### src/rtl/mult_share_pkg.sv
// mult_share_pkg: shared types and round-robin pick helper for the shared-multiplier controller.
package mult_share_pkg;

    typedef enum logic [1:0] {IDLE, COMPUTE, RESP} state_e;

    localparam int DEF_MUL_CYCLES = 2;
    localparam int MAX_REQ = 64;

    // Returns the first valid index searching upward from last+1 with wrap, or -1 if none.
    function automatic int rr_pick(input logic [MAX_REQ-1:0] valid, input int last, input int n);
        int idx;
        rr_pick = -1;
        for (int k = n; k >= 1; k--) begin
            idx = (last + k) % n;
            if (valid[idx]) rr_pick = idx;
        end
    endfunction

endpackage

### src/rtl/Multiplier.sv
// Multiplier: combinational full-width unsigned N x N multiplier shared by the controller.
module Multiplier #(
    parameter int N = 32
) (
    input  logic [N-1:0]   a,
    input  logic [N-1:0]   b,
    output logic [2*N-1:0] p
);

    assign p = a * b;

endmodule

### src/rtl/rr_arbiter.sv
// rr_arbiter: combinational round-robin arbiter producing a one-hot grant and its index.
module rr_arbiter
    import mult_share_pkg::*;
#(
    parameter int NUM_REQ = 4,
    parameter int IDX_W   = $clog2(NUM_REQ)
) (
    input  logic [NUM_REQ-1:0] req_i,
    input  logic [IDX_W-1:0]   last_i,
    output logic [NUM_REQ-1:0] gnt_o,
    output logic [IDX_W-1:0]   idx_o
);

    int pick;

    always_comb begin
        pick  = rr_pick(MAX_REQ'(req_i), int'(last_i), NUM_REQ);
        gnt_o = (pick < 0) ? '0 : NUM_REQ'(1) << pick;
        idx_o = (pick < 0) ? '0 : IDX_W'(pick);
    end

endmodule

### src/rtl/mult_share_ctrl.sv
// mult_share_ctrl: time-shares one combinational multiplier among NUM_REQ requesters,
// round-robin arbitrated, with a tagged valid/ready response channel.
module mult_share_ctrl
    import mult_share_pkg::*;
#(
    parameter int N          = 32,
    parameter int NUM_REQ    = 4,
    parameter int MUL_CYCLES = DEF_MUL_CYCLES,
    parameter int ID_W       = $clog2(NUM_REQ)
) (
    input  logic                 clk,
    input  logic                 rst_n,
    input  logic [NUM_REQ-1:0]   req_valid,
    output logic [NUM_REQ-1:0]   req_ready,
    input  logic [NUM_REQ*N-1:0] req_a,
    input  logic [NUM_REQ*N-1:0] req_b,
    output logic                 rsp_valid,
    input  logic                 rsp_ready,
    output logic [2*N-1:0]       rsp_p,
    output logic [ID_W-1:0]      rsp_id,
    output logic                 busy
);

    localparam int CNT_W = $clog2(MUL_CYCLES + 1);

    state_e             state_q;
    logic [CNT_W-1:0]   cnt_q;
    logic [N-1:0]       op_a_q, op_b_q;
    logic [2*N-1:0]     rsp_p_q, mult_out;
    logic [ID_W-1:0]    rsp_id_q, last_q, gnt_idx;
    logic               rsp_valid_q;
    logic [NUM_REQ-1:0] gnt;

    rr_arbiter #(.NUM_REQ(NUM_REQ), .IDX_W(ID_W)) u_arb (
        .req_i  (req_valid),
        .last_i (last_q),
        .gnt_o  (gnt),
        .idx_o  (gnt_idx)
    );

    // Only the registered operands reach the multiplier, making it a legal multicycle path.
    Multiplier #(.N(N)) u_mul (
        .a (op_a_q),
        .b (op_b_q),
        .p (mult_out)
    );

    assign req_ready = (state_q == IDLE) ? gnt : '0;
    assign rsp_valid = rsp_valid_q;
    assign rsp_p     = rsp_p_q;
    assign rsp_id    = rsp_id_q;
    assign busy      = state_q != IDLE;

    always_ff @(posedge clk) begin
        if (!rst_n) begin
            state_q     <= IDLE;
            cnt_q       <= '0;
            op_a_q      <= '0;
            op_b_q      <= '0;
            rsp_p_q     <= '0;
            rsp_id_q    <= '0;
            rsp_valid_q <= 1'b0;
            last_q      <= ID_W'(NUM_REQ - 1);
        end else begin
            case (state_q)
                IDLE: if (|gnt) begin
                    op_a_q   <= req_a[gnt_idx*N +: N];
                    op_b_q   <= req_b[gnt_idx*N +: N];
                    rsp_id_q <= gnt_idx;
                    last_q   <= gnt_idx;
                    cnt_q    <= CNT_W'(MUL_CYCLES - 1);
                    state_q  <= COMPUTE;
                end
                COMPUTE: if (cnt_q == '0) begin
                    rsp_p_q     <= mult_out;
                    rsp_valid_q <= 1'b1;
                    state_q     <= RESP;
                end else begin
                    cnt_q <= cnt_q - 1'b1;
                end
                RESP: if (rsp_ready) begin
                    rsp_valid_q <= 1'b0;
                    state_q     <= IDLE;
                end
                default: state_q <= IDLE;
            endcase
        end
    end

endmodule

### config.mk
export PLATFORM = sky130hd
export DESIGN_NAME = mult_share_ctrl
export DESIGN_NICKNAME = d
export VERILOG_FILES = /design/src/rtl/mult_share_pkg.sv /design/src/rtl/Multiplier.sv /design/src/rtl/rr_arbiter.sv /design/src/rtl/mult_share_ctrl.sv
export SDC_FILE = /design/constraint.sdc
export NUM_CORES = 2
export LEC_CHECK = 0
export ABC_AREA = 1
export BUFFER_PORTS_ARGS = -buffer_cell sky130_fd_sc_hd__clkbuf_2
export CAP_MARGIN = 20
export CELL_PAD_IN_SITES_DETAIL_PLACEMENT = 0
export CELL_PAD_IN_SITES_GLOBAL_PLACEMENT = 2
export CORE_MARGIN = 1.5
export CORE_UTILIZATION = 31
export DETAILED_ROUTE_END_ITERATION = 7
export MAX_ROUTING_LAYER = met4
export PLACE_DENSITY_LB_ADDON = 0.1
export SLEW_MARGIN = 5
export SYNTH_ARGS = -nofsm -noshare
export SYNTH_HDL_FRONTEND = slang
export SYNTH_HIERARCHICAL = 1
export SYNTH_SLANG_ARGS = --single-unit
### constraint.sdc
create_clock -name clk -period 9.1 [get_ports clk]
set_input_delay 2.73 -clock clk [delete_from_list [all_inputs] [get_ports clk]]
set_output_delay 2.73 -clock clk [all_outputs]
set_load 0.01 [all_outputs]
; ---- Word-level counts from Yosys, hierarchy flattened
; Cells that the tools add are included.
[word_totals]
ff_bits = 137
out_inout_bits = 72
elab_cells = 75
inputBits = 263
[op_classes]
n_addsub = 5
shift = 3
n_mul = 1
order_cmp = 5
n_bitwise = 4
n_eq_ne = 6
n_mux = 28
reduce_logical = 15
[ops]
columns = cell, n
row1 = variable part select 128 x 8 -> 32 bit, 2
row2 = two-way mux 32 bit, 4
row3 = multiplier 32 x 32 -> 64 bit, 1
row4 = less-than comparator 3 x 8 -> 1 bit (second input constant), 4
row5 = less-than comparator 32 x 1 -> 1 bit (second input constant), 1
row6 = << shifter 1 x 32 -> 4 bit (first input constant), 1
row7 = binary-select mux 1 bit (select 3 bit), 4
row8 = two-way mux 1 bit, 10
row9 = two-way mux 2 bit, 5
row10 = AND reduction 3 bit, 3
row11 = two-way mux 4 bit, 2
row12 = OR reduction 2 bit, 4
row13 = != test 2 bit (second input constant), 3
row14 = one-hot mux 2 bit (3 select lines), 1
row15 = nonzero test 2 bit, 3
row16 = adder 2 x 1 -> 2 bit (second input constant), 2
row17 = adder 2 bit (second input constant), 2
row18 = bitwise AND 1 bit (first input constant), 4
row19 = logical NOT 2 bit, 2
row20 = one-hot mux 2 bit (2 select lines), 1
row21 = AND reduction 2 bit, 2
row22 = OR reduction 4 bit, 1
row23 = == test 2 x 1 -> 1 bit (second input constant), 1
row24 = == test 2 bit (second input constant), 1
row25 = other kinds (3), 3

; ---- Depth between registers and ports, before layout
[depth]
ltp_word = 15
mapped_depth = 32
mapped_depth_nobuf = 31

; ---- Cells and area by module
; Netlist, hierarchy kept.
[modules_own_cells]
columns = module, seq_area_each_um2, n_inst, area_per_inst_um2, cells_each
row1 = Multiplier, 0.0, 1, 36148.4, 4954
row2 = mult_share_ctrl, 2742.6, 1, 8323.0, 1497
row3 = rr_arbiter, 0.0, 1, 262.8, 58

; ---- Least setup slack after synthesis
; No wires, ideal clock.
[synth_path]
path_type = reg-to-reg
start = register op_a_q[25]
end = register rsp_p_q[51], in the netlist rsp_p[51]
synth_period_minus_slack_ns = 6.373
setup_ns = 0.070
path_buffers = 1
stages_incl_launch_ff = 29
t_arrival_ns = 6.303
required_time_ns = 9.030
setup_slack_ns = 2.727
path_cell_list = dfxtp_1 -> clkbuf_1 -> nand2_1 -> fa_1 -> inv_1 -> fa_1 -> inv_1 -> fa_1 -> inv_1 -> fa_1 -> fa_1 -> fa_1 -> fa_1 -> inv_1 -> fa_1 -> inv_1 -> ha_1 -> nand2_2 -> nor2_2 -> inv_2 -> nor2_4 -> nand2_1 -> nor2_1 -> nand2_1 -> nand3_1 -> nand2_1 -> nand2_1 -> nand3_1 -> a21oi_1
[synth_via]
elab_chain_len = 1
[synth_rtl]
columns = item, line_no
row1 = start: declaration, mult_share_ctrl.sv:28  ; logic [N-1:0] op_a_q, op_b_q;
row2 = start signal: assignment, mult_share_ctrl.sv:67  ; op_a_q <= req_a[gnt_idx*N +: N];
row3 = multiplier 32 x 32 -> 64 bit, Multiplier.sv:10  ; assign p = a * b;
row4 = net mult_out[51], mult_share_ctrl.sv:29  ; logic [2*N-1:0] rsp_p_q, mult_out;
row5 = end signal: assignment, mult_share_ctrl.sv:75  ; rsp_p_q <= mult_out;
row6 = end: declaration, mult_share_ctrl.sv:29
; The timed path passes the listed nets, and every way through them passes these cells.
; A chain may end at the register's enable or synchronous reset.

; ---- Worst setup path in the final report
[layout_path]
start = register op_b_q[12]
end = register rsp_p_q[30], in the netlist rsp_p[30]
[layout_via]
elab_chain_len = 1
[layout_rtl]
columns = item, line_no
row1 = start: declaration, mult_share_ctrl.sv:28
row2 = start signal: assignment, mult_share_ctrl.sv:68  ; op_b_q <= req_b[gnt_idx*N +: N];
row3 = multiplier 32 x 32 -> 64 bit, Multiplier.sv:10
row4 = net mult_out[30], mult_share_ctrl.sv:29
; The timed path passes the listed nets, and every way through them passes these cells.

==> run metrics <==
status=finished clean; deepest clock path buffer count=2; GRT Total Usage=0.248; maxcap violations=0; share of cells above drive strength 1=0.0898; post-CTS setup repair buffer count=0; WL per Instance=19.7 um; placed cells=8606; Hold WC Path Type=reg -> reg; first-pass GRT wire length=263000 um; port buffer count=334; slowest CP cell=dfxtp_1; slowest cell delay on critical path=0.90 ns; flops & latches, synth=137; H-tree depth=4; critical path data required time=9.54 ns; commonest non-fill, non-tap cell in the layout=nand2_1; critical-path cell list=buf_4, nand2_1, inv_1, fa_1, fa_1, inv_1, fa_1, fa_1, inv_1, fa_1, fa_1, fa_1, fa_1, ha_1, nand2_1, nor2_1, inv_1, nor3_2, nand2_1, nand2_2, xor2_1, nand3_1, a21oi_1; critical-path maximum fanout=18; Final Hold Viols=0; CP Capture Type=flop; initial antenna violation count=4; CTS Root Buffer Type=clkbuf_16; CP Launch Type=flop; DRC violations left=0; cell mode on critical path=fa_1; Area growth, synth to finish=10.4%; Mapped Cells=6509; die span in y=383 um; PostCTS Resize Cnt=0; later-pin clock latency in the skew report=around 0.51 ns; clk_skew=approximately 0.025 ns; initial drt markers=2154; Fin Setup TNS=0 ns; FMAX=0.123 GHz; Max-slew headroom=0.308; register area share after synthesis=0.0613; final count of pins violating max slew=0; mean number of vias per cell=4.40; commonest cells after routing, fill and taps aside=2110 x nand2_1, 2056 x inv_1, 896 x fa_1; number of global-route vias before repair=40400; TritonCTS clock tree=yes; Mean Syn Cell Area=a little under 7 um^2; clk sink count=137; Chip Width=roughly 380 um; clock-pin slew on the worst setup and hold paths=0.09 ns; Hold-fix buffers, CTS=0; final setup violation count=0; die area=147000 um^2; Non-Filler Instances=8639; pin count of the biggest net entering global routing=91; DRT Wirelength=approximately 170000 um; GR Overflow Total=0; Critical Path AT=8.58 ns; Final period util=0.894; I/O Pins=335; Rows=~140; Fillers=16000; Setup CP Type=reg -> reg; DR pass1 iterations=5; worst slew pin tran=1.04 ns; library cells used by synthesis=32; Final GP Congestion=0.886; mapped cell area=roughly 45000 um^2; unrepaired setup endpoints after global routing=no; Starting Density=0.312; yosys warns=6; Final Net Count=8145; DP HPWL=about 150000 um; vias=38000; Tmin final=around 8.1 ns; Syn Nets=7932; core area=around 140000 um^2; Detail Route Antenna Nets=0; CTS Buf Count=17
==> worst paths after layout <==
check	start	end	slack, ns	cells past startpoint
hold / removal	rsp_valid	rsp_valid	0.47	2
setup / recovery	op_b_q[12]	rsp_p[30]	0.97	23
hold reg to reg	rsp_valid	rsp_valid	0.47	2
setup reg to reg	op_b_q[12]	rsp_p[30]	0.97	23
==> per-stage QoR <==
stage               hold WS (ns)  area [um^2]  setup slack (ns)  utilization
detailed placement         0.455        48800              1.13        0.340
global placement           0.451        48800             0.853        0.340
finish                     0.468        49400             0.967        0.344
global route               0.490        49400             0.675        0.344
floorplan                  0.451        44700              2.73            -
CTS                        0.468        49400              1.05        0.344
==> final cells by class <==
class / count / area, um^2 / share of cell area
sequential: 137 / 2740 / 0.0555
antenna: 1 / 2.50 / 0.0000506
tap: 1903 / 2380 / 0.0482
multi-input combinational: 4009 / 33000 / 0.668
clock buffer: 17 / 425 / 0.00861
clock inverter: 15 / 189 / 0.00382
timing repair buffer: 478 / 2840 / 0.0574
inverter: 2079 / 7810 / 0.158
==> routing by layer <==
layer,GRT usage,part of all wire
met1,0.352,0.49
met2,0.398,0.47
met3,0.0180,0.032
met4,0.0292,0.0085
met5,-,0
==> logic make-up after synthesis <==
logic type	after synthesis	synth area share
and+or+nand+nor	2682	0.240
buffers and inverters	2363	0.201
adders and majority gates	1160	0.475
DFF	137	0.0613
AOI/OAI and AO/OA	131	0.0156
xor gates and xnor gates	36	0.00705
==> cell usage after synthesis <==
cell type / count / area share
buf_2: 47 / 0.0053
a21oi_1: 115 / 0.013
nor3_1: 10 / 0.0011
fa_1: 896 / 0.40
nand3b_1: 1 / 0.00017
xor2_1: 34 / 0.0067
o21ai_0: 1 / 0.00011
buf_1: 5 / 0.00042
o21bai_1: 12 / 0.0020
or2_0: 1 / 0.00014
inv_2: 20 / 0.0017
nor2_2: 16 / 0.0022
clkbuf_1: 218 / 0.018
o21ai_2: 1 / 0.00020
inv_6: 1 / 0.00020
nand2_1: 2111 / 0.18
nor3_2: 8 / 0.0018
nand4_1: 17 / 0.0024
dfxtp_1: 137 / 0.061
nand3_2: 10 / 0.0022
o21bai_2: 1 / 0.00025
ha_1: 264 / 0.074
a21oi_2: 1 / 0.00020
or2_1: 1 / 0.00014
inv_1: 2058 / 0.17
nand2_2: 21 / 0.0029
nor2_4: 11 / 0.0028
nor2_1: 216 / 0.018
nand3_1: 259 / 0.029
xnor2_1: 2 / 0.00039
buf_6: 2 / 0.00050
buf_4: 12 / 0.0020
==> state kept, by name (all words and copies together) (netlist names) <==
signal     cells
cnt_q          2
last_q         2
op_a_q        32
op_b_q        32
rsp_id         2
rsp_p         64
rsp_valid      1
state_q        2
==> critical path: cells and delay by family (launching register included) <==
| family | cells | cell delay, ns |
|---|---|---|
| simple gates | 7 | 1.14 |
| xor+xnor | 1 | 0.50 |
| buf+inv | 5 | 0.76 |
| flops | 1 | 0.90 |
| fa+ha+maj | 9 | 4.56 |
| compound gates | 1 | 0.18 |
Power is not shown: default switching activity piles up to over one toggle a cycle in this logic, so the estimate is an artifact.
